### config.mk
export PLATFORM = sky130hd
export DESIGN_NAME = pio_irq_servicer
export DESIGN_NICKNAME = d
export VERILOG_FILES = /design/src/rtl/pio_irq_servicer_pkg.sv /design/src/rtl/pio_irq_servicer.sv
export SDC_FILE = /design/constraint.sdc
export NUM_CORES = 1
export LEC_CHECK = 0
export ABC_AREA = 1
export CELL_PAD_IN_SITES_DETAIL_PLACEMENT = 0
export CELL_PAD_IN_SITES_GLOBAL_PLACEMENT = 1
export CORE_MARGIN = 1.5
export CORE_UTILIZATION = 42
export CTS_BUF_LIST = sky130_fd_sc_hd__clkbuf_16
export DETAILED_ROUTE_END_ITERATION = 10
export DONT_BUFFER_PORTS = 1
export GPL_TIMING_DRIVEN = 0
export PLACE_DENSITY = 0.77
export SYNTH_ARGS = -nofsm -noshare
export SYNTH_HDL_FRONTEND = slang
export SYNTH_SLANG_ARGS = --single-unit
### constraint.sdc
create_clock -name clk -period 1.8 [get_ports clk]
set_input_delay 0.54 -clock clk [delete_from_list [all_inputs] [get_ports clk]]
set_output_delay 0.54 -clock clk [all_outputs]
set_load 0.03 [all_outputs]
### src/rtl/pio_irq_servicer_pkg.sv
// Shared types and constants for the button PIO interrupt servicer.
package pio_irq_servicer_pkg;

    // Service sequencer states
    typedef enum logic [2:0] {
        S_INIT,
        S_IDLE,
        S_RD_CAP,
        S_RD_LVL,
        S_CLR
    } state_t;

    // PIO slave register map
    localparam logic [1:0] ADDR_DATA = 2'd0;
    localparam logic [1:0] ADDR_MASK = 2'd2;
    localparam logic [1:0] ADDR_CAP  = 2'd3;

    localparam int unsigned COUNT_W = 16;
    localparam int unsigned BUS_W   = 32;

endpackage

### src/rtl/pio_irq_servicer.sv
// Avalon-MM master servicing an edge-capturing button PIO.
// After reset it writes the PIO irq mask. On each irq it reads edge_capture,
// then the live input levels, clears exactly the captured bits, and offers one
// event downstream over a valid/ready handshake.
//
// Ports:
//   clk, reset          clock, synchronous active-high reset
//   pio_address         Avalon address to the PIO slave
//   pio_chipselect      Avalon chipselect
//   pio_write_n         Avalon write strobe, active low
//   pio_writedata       Avalon write data
//   pio_readdata        PIO readdata, valid one cycle after its address
//   pio_irq             PIO interrupt request
//   event_valid/ready   event handshake
//   event_edges         captured edge bits of the held event
//   event_level         input levels sampled during service
//   event_count         accepted events, saturating
module pio_irq_servicer
    import pio_irq_servicer_pkg::*;
#(
    parameter int unsigned      WIDTH         = 5,
    parameter logic [WIDTH-1:0] IRQ_MASK_INIT = 5'h1F
) (
    input  logic               clk,
    input  logic               reset,
    output logic [1:0]         pio_address,
    output logic               pio_chipselect,
    output logic               pio_write_n,
    output logic [BUS_W-1:0]   pio_writedata,
    input  logic [BUS_W-1:0]   pio_readdata,
    input  logic               pio_irq,
    output logic               event_valid,
    input  logic               event_ready,
    output logic [WIDTH-1:0]   event_edges,
    output logic [WIDTH-1:0]   event_level,
    output logic [COUNT_W-1:0] event_count
);

    state_t           state;
    logic [WIDTH-1:0] cap_r;
    logic [WIDTH-1:0] rd_bits;

    // Only the low WIDTH bits of the PIO readdata carry information
    logic [BUS_W-WIDTH-1:0] unused_rd_hi;

    assign rd_bits      = pio_readdata[WIDTH-1:0];
    assign unused_rd_hi = pio_readdata[BUS_W-1:WIDTH];

    // Sequencer: bus outputs are registered with the values of the state
    // being entered, so each read address is on the bus a full cycle before
    // its registered readdata is sampled.
    always_ff @(posedge clk) begin
        if (reset) begin
            state          <= S_INIT;
            pio_chipselect <= 1'b0;
            pio_write_n    <= 1'b1;
            pio_address    <= ADDR_CAP;
            pio_writedata  <= '0;
            event_valid    <= 1'b0;
            event_edges    <= '0;
            event_level    <= '0;
            event_count    <= '0;
            cap_r          <= '0;
        end else begin
            // Downstream acceptance; never coincides with S_CLR raising valid
            if (event_valid && event_ready) begin
                event_valid <= 1'b0;
                if (event_count != '1) begin
                    event_count <= event_count + COUNT_W'(1);
                end
            end

            case (state)
                S_INIT: begin
                    pio_chipselect <= 1'b1;
                    pio_write_n    <= 1'b0;
                    pio_address    <= ADDR_MASK;
                    pio_writedata  <= BUS_W'(IRQ_MASK_INIT);
                    state          <= S_IDLE;
                end
                S_IDLE: begin
                    pio_write_n <= 1'b1;
                    pio_address <= ADDR_CAP;
                    // A held event blocks service; the PIO keeps accumulating
                    if (pio_irq && !event_valid) begin
                        pio_chipselect <= 1'b1;
                        state          <= S_RD_CAP;
                    end else begin
                        pio_chipselect <= 1'b0;
                    end
                end
                S_RD_CAP: begin
                    pio_chipselect <= 1'b1;
                    pio_write_n    <= 1'b1;
                    pio_address    <= ADDR_DATA;
                    state          <= S_RD_LVL;
                end
                S_RD_LVL: begin
                    // Capture readback arrives now; clear exactly those bits
                    cap_r          <= rd_bits;
                    pio_chipselect <= 1'b1;
                    pio_write_n    <= 1'b0;
                    pio_address    <= ADDR_CAP;
                    pio_writedata  <= BUS_W'(rd_bits);
                    state          <= S_CLR;
                end
                S_CLR: begin
                    pio_chipselect <= 1'b0;
                    pio_write_n    <= 1'b1;
                    pio_address    <= ADDR_CAP;
                    // Spurious irq (empty capture) produces no event
                    if (cap_r != '0) begin
                        event_valid <= 1'b1;
                        event_edges <= cap_r;
                        event_level <= rd_bits;
                    end
                    state <= S_IDLE;
                end
                default: begin
                    state <= S_INIT;
                end
            endcase
        end
    end

endmodule

; ---- Yosys cells after proc, flatten, opt, wreduce, memory -nomap -nowiden
; Index checks and enable logic that the tools add are counted.
[totals]
output_inout_bits = 63
in_bits = 36
register_bits = 71
[classes]
n_eq_ne = 6
mux = 10
reduce_logical = 16
n_addsub = 1
[ops]
columns = operator, count
row1 = 32-bit one-hot mux with 2 select lines, 1
row2 = 16-bit by 1-bit adder with 16-bit output (second input constant), 1
row3 = 16-bit inequality test (second input constant), 1
row4 = 3-bit one-hot mux with 4 select lines, 1
row5 = 3-bit OR reduction, 3
row6 = 3-bit by 2-bit == test with 1-bit output (second input constant), 2
row7 = 2-bit one-hot mux with 3 select lines, 1
row8 = 3-bit nonzero test, 2
row9 = 5-bit nonzero test, 1
row10 = 1-bit two-way mux, 4
row11 = 2-bit AND reduction, 2
row12 = 2-bit nonzero test, 2
row13 = 2-bit OR reduction, 2
row14 = 3-bit by 1-bit == test with 1-bit output (second input constant), 1
row15 = 3-bit == test (second input constant), 1
row16 = 3-bit logical NOT, 1
row17 = 3-bit two-way mux, 1
row18 = 1-bit one-hot mux with 3 select lines, 1
row19 = 1-bit logical AND, 2
row20 = 2-bit inequality test (second input constant), 1
row21 = 1-bit one-hot mux with 2 select lines, 1
row22 = 1-bit logical NOT, 1

; ---- Depth between registers and ports, before layout
; Gate-level depths: netlist (run 1).
[logic_depth]
ltp_word = 4
mapped_depth = 9
ltp_nobuf = 9

; ---- Worst setup path after synthesis (run 1)
; OpenSTA, ideal clock, no wires.
[synth_timing]
kind = register -> register
start = register event_count[0]
end = register event_count[10]
synth_period_minus_slack_ps = 1724
setup_ps = 136
path_stages_with_launch = 10
required_time_ps = 1664
slack_ps = 76
arrival_time_ps = 1588
n_path_buf = 1
cell_sequence = dfxtp_1 ha_1 nand2_1 nor2_2 nand2_2 nor2_2 nor2_4 buf_6 nand2_1 a21oi_2
[synth_between]
elab_chain_cells = 2
elab_cells_between_ends = 3
classes_between = add/sub (1) / eq/ne (1) / reduce/logical (1)
[synth_lines]
columns = item, line
row1 = from (decl), pio_irq_servicer.sv:36  ; output logic [COUNT_W-1:0] event_count
row2 = from (signal assigned), pio_irq_servicer.sv:69  ; event_count <= event_count + COUNT_W'(1);
row3 = branches (longest 2 deep; another with 16-bit by 1-bit adder with 16-bit output), --
; Parallel ways; which one is timed is not known.
; A chain may end at the register's enable or synchronous reset.

; ---- Worst setup path after layout (run 1)
[layout_timing]
start = register event_count[6]
end = register event_count[11]
; Same word-level chain as after synthesis.

==> results of run 1 <==
==> logic make-up (layout without fill, tap and decap cells) <==
logic type | Yosys count | in the layout
DFF | 44 | 44
adders and majority gates | 1 | 1
AOI/OAI and AO/OA | 40 | 40
other | 1 | 27
buffers and inverters | 65 | 73
and+or+nand+nor | 153 | 153
xor gates and xnor gates | 6 | 6
==> power by group through the flow <==
stage	logic, uW	clock network, uW	registers (uW)
6_report	232	1010	1080
5_1_grt	261	1070	1080
4_1_cts	233	1040	1080
3_5_place_dp	232	0	1100
3_3_place_gp	229	0	1100
2_1_floorplan	209	0	1100
==> flip-flops by register name, indices dropped and copies added, names as in the netlist <==
register / flops
event_valid: 1
pio_chipselect: 1
pio_address: 2
pio_write_n: 1
event_level: 5
pio_writedata: 5
cap_r: 5
event_count: 16
event_edges: 5
state: 3
==> synthesized netlist by cell type <==
master / n
sky130_fd_sc_hd__o211ai_1: 1
sky130_fd_sc_hd__nand2_1: 83
sky130_fd_sc_hd__nor3_1: 1
sky130_fd_sc_hd__nor2_4: 2
sky130_fd_sc_hd__nand2_4: 1
sky130_fd_sc_hd__nor3b_1: 1
sky130_fd_sc_hd__a21oi_1: 14
sky130_fd_sc_hd__dfxtp_1: 44
sky130_fd_sc_hd__buf_2: 1
sky130_fd_sc_hd__conb_1: 1
sky130_fd_sc_hd__nor2_2: 5
sky130_fd_sc_hd__a21oi_2: 10
sky130_fd_sc_hd__nand4_1: 6
sky130_fd_sc_hd__nand3_1: 14
sky130_fd_sc_hd__a211oi_1: 1
sky130_fd_sc_hd__xor2_1: 4
sky130_fd_sc_hd__o21ai_2: 1
sky130_fd_sc_hd__ha_1: 1
sky130_fd_sc_hd__nor2_1: 37
sky130_fd_sc_hd__o21ai_0: 12
sky130_fd_sc_hd__buf_6: 2
sky130_fd_sc_hd__buf_1: 1
sky130_fd_sc_hd__clkinv_2: 1
sky130_fd_sc_hd__nor4_1: 1
sky130_fd_sc_hd__o22ai_1: 1
sky130_fd_sc_hd__nand2_2: 2
sky130_fd_sc_hd__clkbuf_1: 3
sky130_fd_sc_hd__xnor2_1: 2
sky130_fd_sc_hd__buf_4: 27
sky130_fd_sc_hd__inv_1: 29
sky130_fd_sc_hd__inv_2: 1
==> path summary, 6_finish.rpt <==
path                endpoint  cells past startpoint
max reg2reg  event_count[11]                      8
min           event_count[8]                      1
min reg2reg         cap_r[1]                      2
max          event_count[11]                      8
==> layer usage <==
layer	vias up	wire length (microns)	track usage [%]
li1	986	-	-
met1	784	2080	21.4
met2	44	2170	28.6
met3	6	245	5.29
met4	0	77	6.55
met5	-	0	0
==> placed cells by master (no fill, tap or decap) <==
master                      count
sky130_fd_sc_hd__conb_1        27
sky130_fd_sc_hd__a211oi_1       1
sky130_fd_sc_hd__a21oi_2       10
sky130_fd_sc_hd__o211ai_1       1
sky130_fd_sc_hd__nand2_1       83
sky130_fd_sc_hd__nand4_1        6
sky130_fd_sc_hd__o21ai_0       12
sky130_fd_sc_hd__nor2_4         3
sky130_fd_sc_hd__clkbuf_1       3
sky130_fd_sc_hd__buf_1          1
sky130_fd_sc_hd__o21ai_2        1
sky130_fd_sc_hd__o22ai_1        1
sky130_fd_sc_hd__nor2_1        37
sky130_fd_sc_hd__nor2_2         4
sky130_fd_sc_hd__nand2_4        1
sky130_fd_sc_hd__xnor2_1        2
sky130_fd_sc_hd__nor3b_1        1
sky130_fd_sc_hd__nand2_2        2
sky130_fd_sc_hd__dfxtp_4        2
sky130_fd_sc_hd__dfxtp_1       33
sky130_fd_sc_hd__clkbuf_16      5
sky130_fd_sc_hd__inv_2          1
sky130_fd_sc_hd__clkinv_2       2
sky130_fd_sc_hd__buf_4         27
sky130_fd_sc_hd__nor3_1         1
sky130_fd_sc_hd__nor4_1         1
sky130_fd_sc_hd__dfxtp_2        9
sky130_fd_sc_hd__buf_6          2
sky130_fd_sc_hd__bufinv_16      1
sky130_fd_sc_hd__xor2_1         4
sky130_fd_sc_hd__a21oi_1       14
sky130_fd_sc_hd__nand3_1       14
sky130_fd_sc_hd__inv_1         30
sky130_fd_sc_hd__ha_2           1
sky130_fd_sc_hd__buf_2          1
==> area by class of cell <==
type	count	area (sq um)
well taps	70	87.6
multi-input cells	227	1080
flip-flops and latches	44	900
clock inverters	3	38.8
inverters	31	118
plain buffers	34	245
fillers	526	2520
clock buffers	5	125
==> metrics by stage <==
stage / total power, uW / setup WS [ns] / util (%) / setup TNS, ns
after floorplan: 1310 / 0.0761 / - / 0
after global placement: 1330 / -0.157 / 47.0 / -1.79
after detailed placement: 1340 / -0.181 / 47.0 / -2.09
after CTS: 2350 / 0.0265 / 50.3 / 0
after global routing: 2420 / 0.00596 / 50.7 / 0
final: 2320 / 0.148 / 50.7 / 0
==> worst max-delay path, delay by kind of cell (launching register included) <==
| family | cells | cell delay [ns] |
|---|---|---|
| AOI/OAI and AO/OA | 1 | 0.05 |
| buffers and inverters | 1 | 0.15 |
| DFF | 1 | 0.58 |
| and+or+nand+nor | 6 | 0.73 |
==> results.sh, run 1 <==
export IMPL_arrival_ns=1.79
export IMPL_detail_route_antenna_nets=0
export IMPL_synth_avg_cell_area_sq_um=7.14
export IMPL_holdWs_ns=0.321
export IMPL_cts_resized=3
export IMPL_fin_nets=380
export IMPL_area_share_of_fa_ha_maj_cells_after_synthesis_pct=0.565
export IMPL_synth_simple_gate_area_share_pct=29.5
export IMPL_cpMaxStageDelayCell="sky130_fd_sc_hd__dfxtp_1"
export IMPL_r2r_start="event_count[6]"
export IMPL_synth_mux_area_fraction_pct=0
export IMPL_place_gp_congestion=0.799
export IMPL_required_time_of_the_worst_setup_path_ns=1.94
export IMPL_ir_worst_vdd_v=0.000553
export IMPL_worst_slew_pin_slew_ns=0.663
export IMPL_count_of_buffers_inserted_at_the_top_level_ports=0
export IMPL_synthDominantAreaCellType="sky130_fd_sc_hd__dfxtp_1"
export IMPL_power_frac_comb_pct=10.0
export IMPL_vias_in_the_first_global_route=1600
export IMPL_dominant_combinational_cell_family_by_area_after_synthesis="simple AND/OR/NAND/NOR gates"
export IMPL_die_w_microns=75.6
export IMPL_postCtsSetupBuffers=0
export IMPL_antenna_diode_count=0
export IMPL_fin_crit_ns=1.65
export IMPL_cap_viol_max_count=0
export IMPL_rsz0062_at_grt="no"
export IMPL_end_kind="flip-flop"
export IMPL_crit_chain="nand2_1 -> nor2_2 -> nand2_2 -> nor2_2 -> nor2_4 -> buf_6 -> nand2_1 -> a21oi_2"
export IMPL_leakagePower_uw=0.00114
export IMPL_syn_instance_count=310
export IMPL_holdBufCountCts=0
export IMPL_via_count=1820
export IMPL_final_period_utilization_pct=91.8
export IMPL_placementRows=26
export IMPL_buffer_levels_on_the_longest_clock_path=2
export IMPL_hold_violations=0
export IMPL_seqPwrFrac_pct=46.5
export IMPL_place_hpwl_microns=3450
export IMPL_timing_max_slew_rel_slack_pct=55.8
export IMPL_hp_class="input port to flip-flop"
export IMPL_synth_top_cell_area_share_pct=39.8
export IMPL_globalRouteTotalUtil_pct=17.4
export IMPL_timing_final_max_slew_violations=0
export IMPL_synth_lib_cells_used_distinct=31
export IMPL_run_status="completed"
export IMPL_clkLatencyLatePin_ns=0.28
export IMPL_placedCellCount=406
export IMPL_routed_wire_length_per_instance_microns=11.0
export IMPL_cellPowerDensity_nw_per_um2=895
export IMPL_numCtsBuffers=5
export IMPL_top_level_pins=99
export IMPL_path_class="flip-flop to flip-flop"
export IMPL_syn_area_sq_um=2210
export IMPL_yosys_area_share_xor_xnor_pct=2.37
export IMPL_setup_violations=0
export IMPL_yosys_warnings=0
export IMPL_netlist_top_cells_area="sky130_fd_sc_hd__dfxtp_1 40%, sky130_fd_sc_hd__nand2_1 14%, sky130_fd_sc_hd__buf_4 9.2%"
export IMPL_worstSetupStartpointType="flip-flop"
export IMPL_timing_reg2reg_setup_slack_ns=0.15
export IMPL_hold_path_startpoint="reset"
export IMPL_max_freq_mhz=605
export IMPL_htree_levels=2
export IMPL_drcViolationCount=0
export IMPL_violation_count_after_the_first_detailed_route_iteration=77
export IMPL_internal_power_uw=1730
export IMPL_finClkSkew_ns=0.00812
export IMPL_die_h_microns=75.6
export IMPL_max_stage_delay_ns=0.58
export IMPL_crit_path_max_fanout=10
export IMPL_cts_sinks=44
export IMPL_ys_ff_latch=44
export IMPL_globalRouteOverflowTotal=0
export IMPL_drt_vias_per_instance=4.40
export IMPL_proportion_of_layout_cells_with_a_drive_suffix_above_1_pct=20.9
export IMPL_clkPwrFrac_pct=43.5
export IMPL_sw_frac_of_total_pct=25.4
export IMPL_grt_start_max_net_pins=14
export IMPL_clock_root_buffer="sky130_fd_sc_hd__clkbuf_16"
export IMPL_non_filler_cell_area_final_sq_um=2590
export IMPL_antenna_found_initial=0
export IMPL_clkSlewWorstSetupHoldPaths_ns=0.06
export IMPL_p_sw_uw=589
export IMPL_floorplan_initialDensity_pct=43.4
export IMPL_critPathLaunch="event_count[6]"
export IMPL_synth_compound_gate_area_share_pct=11.2
export IMPL_post_dp_cell_area_sq_um=2400
export IMPL_ys_seq_area_share_pct=39.8
export IMPL_detailedRoute_firstPassIterationCount=4
export IMPL_cts_tree="done"
export IMPL_layoutNonFillerInstCount=414
export IMPL_core_sq_um=5110
export IMPL_syn_to_final_growth_pct=16.9
export IMPL_finalWirelength_microns=4570
export IMPL_grt_pass1_wl_microns=7400
export IMPL_design_die_area_sq_um=5720
Power figures use the tool's default switching activity.
==> run 2: changes to the inputs <==
- CORE_UTILIZATION: 42 -> 28
- DONT_BUFFER_PORTS: 1 -> not set
- PLACE_DENSITY: 0.77 -> 0.79
==> run 2 against run 1 <==
  * Register-to-register slack improved by 0.02 ns
  * Worst hold slack gained 0.14 ns
  * Clock skew fell by 0.0017 ns
  * Critical endpoint is now event_count[2]
  * Clock power is 13% lower
  * Combinational power up 43%
  * Largest power group unchanged
==> results.sh, run 2 (synthesized netlist as in run 1, its figures left out) <==
export IMPL_p_sw_uw=612
export IMPL_sw_frac_of_total_pct=27.3
export IMPL_place_hpwl_microns=3770
export IMPL_placementRows=32
export IMPL_setup_slack_ns=0.0922
export IMPL_design_die_area_sq_um=8450
export IMPL_non_filler_cell_area_final_sq_um=2970
export IMPL_crit_buf_inv=1
export IMPL_final_period_utilization_pct=94.9
export IMPL_clkPwrFrac_pct=39.1
export IMPL_top_level_pins=99
export IMPL_path_class="flip-flop to output pin"
export IMPL_max_freq_mhz=586
export IMPL_required_time_of_the_worst_setup_path_ns=1.26
export IMPL_detail_route_antenna_nets=0
export IMPL_timing_reg2reg_setup_slack_ns=0.17
export IMPL_grt_start_max_net_pins=14
export IMPL_worst_slew_pin_slew_ns=0.660
export IMPL_dp_worst_setup_slack_ns=-0.151
export IMPL_buffer_levels_on_the_longest_clock_path=2
export IMPL_hp_class="flip-flop to flip-flop"
export IMPL_ir_worst_vdd_v=0.000294
export IMPL_global_route_usage_met3_pct=2.74
export IMPL_regMostFlops="event_count"
export IMPL_clkSlewWorstSetupHoldPaths_ns=0.06
export IMPL_grt_pass1_wl_microns=8310
export IMPL_run_status="completed"
export IMPL_post_dp_cell_area_sq_um=2880
export IMPL_core_sq_um=7690
export IMPL_die_h_microns=91.9
export IMPL_cts_tree="done"
export IMPL_crit_path_max_fanout=7
export IMPL_end_kind="output pin"
export IMPL_cts_sinks=44
export IMPL_floorplan_initialDensity_pct=28.8
export IMPL_finalWirelength_microns=5040
export IMPL_layout_cells_most_common="sky130_fd_sc_hd__nand2_1"
export IMPL_routed_wire_length_per_instance_microns=10.3
export IMPL_fin_nets=424
export IMPL_seqPwrFrac_pct=46.0
export IMPL_htree_levels=2
export IMPL_leakagePower_uw=0.00142
export IMPL_max_stage_delay_ns=0.45
export IMPL_finClkSkew_ns=0.00639
export IMPL_clock_root_buffer="sky130_fd_sc_hd__clkbuf_16"
export IMPL_violation_count_after_the_first_detailed_route_iteration=63
export IMPL_p_total_uw=2240
export IMPL_drt_vias_per_instance=4.00
export IMPL_die_w_microns=91.9
export IMPL_clkLatencyLatePin_ns=0.29
export IMPL_globalRouteOverflowTotal=0
export IMPL_place_gp_congestion=0.780
export IMPL_power_frac_comb_pct=14.9
export IMPL_globalRouteTotalUtil_pct=12.5
export IMPL_cap_viol_max_count=0
export IMPL_numCtsBuffers=5
export IMPL_timing_final_max_slew_violations=0
export IMPL_cpMaxStageDelayCell="sky130_fd_sc_hd__dfxtp_1"
export IMPL_worstSetupStartpointType="flip-flop"
export IMPL_detailedRoute_firstPassIterationCount=4
export IMPL_gr_usage_met2_pct=20.7
export IMPL_proportion_of_layout_cells_with_a_drive_suffix_above_1_pct=15.8
export IMPL_fin_crit_ns=1.71
export IMPL_crit_chain="dlygate4sd2_1"
export IMPL_grt_met1_usage_pct=15.8
export IMPL_cp_top_family="flip-flops"
export IMPL_timing_max_slew_rel_slack_pct=56.0
export IMPL_hold_violations=0
export IMPL_postCtsSetupBuffers=0
export IMPL_count_of_buffers_inserted_at_the_top_level_ports=44
export IMPL_top_library_cells_by_usage_in_the_layout_fill_and_taps_aside="83 x sky130_fd_sc_hd__nand2_1, 43 x sky130_fd_sc_hd__dfxtp_1, 37 x sky130_fd_sc_hd__nor2_1"
export IMPL_grt_busiest_layer="met2"
export IMPL_antenna_diode_count=0
export IMPL_arrival_ns=1.17
export IMPL_antenna_found_initial=0
export IMPL_holdBufCountCts=0
export IMPL_internal_power_uw=1630
export IMPL_cellPowerDensity_nw_per_um2=752
export IMPL_setup_violations=0
export IMPL_vias_in_the_first_global_route=1769
export IMPL_rsz0062_at_grt="no"
export IMPL_area_sequential_sq_um=882
export IMPL_final_fill_count=847
export IMPL_largest_register_ffs=16
export IMPL_multi_input_area_sq_um=1070
export IMPL_syn_to_final_growth_pct=34.3
export IMPL_via_count=1956
export IMPL_drcViolationCount=0
run 2: changes by cell type in the layout (fill, tap and decap cells not counted), sizes merged:
| cell | delta |
|---|---|
| bufinv | -1 |
| clkdlybuf4s50 | +8 |
| clkinvlp | +1 |
| dlygate4sd2 | +36 |
| inv | -1 |
run 2: area by class of cell:
class | count | area share, %
inverter | 31 | 3.95
clock inverter | 2 | 0.421
multi-input combinational | 227 | 35.9
buffer | 34 | 8.25
sequential | 44 | 29.7
timing repair buffer | 44 | 13.3
clock buffer | 5 | 4.21
tap | 102 | 4.29
run 2: metal layers:
| layer | routed length [microns] | share of wire, % | up-vias |
|---|---|---|---|
| met4 | 64 | 1.3 | 0 |
| met1 | 2470 | 49 | 830 |
| met5 | 0 | 0 | - |
| li1 | - | - | 1073 |
| met3 | 234 | 4.6 | 5 |
| met2 | 2270 | 45 | 48 |
run 2: what timing repair did:
action,4_1_cts,5_1_grt
resized for setup,36,1
pin swaps,0,0
setup endpoints to repair,36,12
run 2: power by group through the flow:
stage,combinational [uW],sequential (uW),clock (uW)
after floorplan,209,1100,0
after global placement,347,1050,0
after detailed placement,350,1050,0
after CTS,334,1030,906
after global routing,362,1030,949
final,332,1030,875
run 2: final timing paths:
kind / from / endpoint / cells after the start
max: event_count[2] / event_count[2] / 1
min: event_edges[3] / event_edges[3] / 2
max reg2reg: event_count[0] / event_count[14] / 9
min reg2reg: event_edges[3] / event_edges[3] / 2
run 2: stage by stage:
| step | utilization, % | instances | TNS [ns] | hold WS [ns] |
|---|---|---|---|---|
| floorplan | - | 336 | 0 | 0.443 |
| global route | 38.7 | 489 | 0 | 0.492 |
| global placement | 37.5 | 482 | -3.29 | 0.447 |
| finish | 38.7 | 489 | 0 | 0.459 |
| CTS | 38.7 | 489 | 0 | 0.463 |
| detailed placement | 37.5 | 482 | -3.91 | 0.457 |
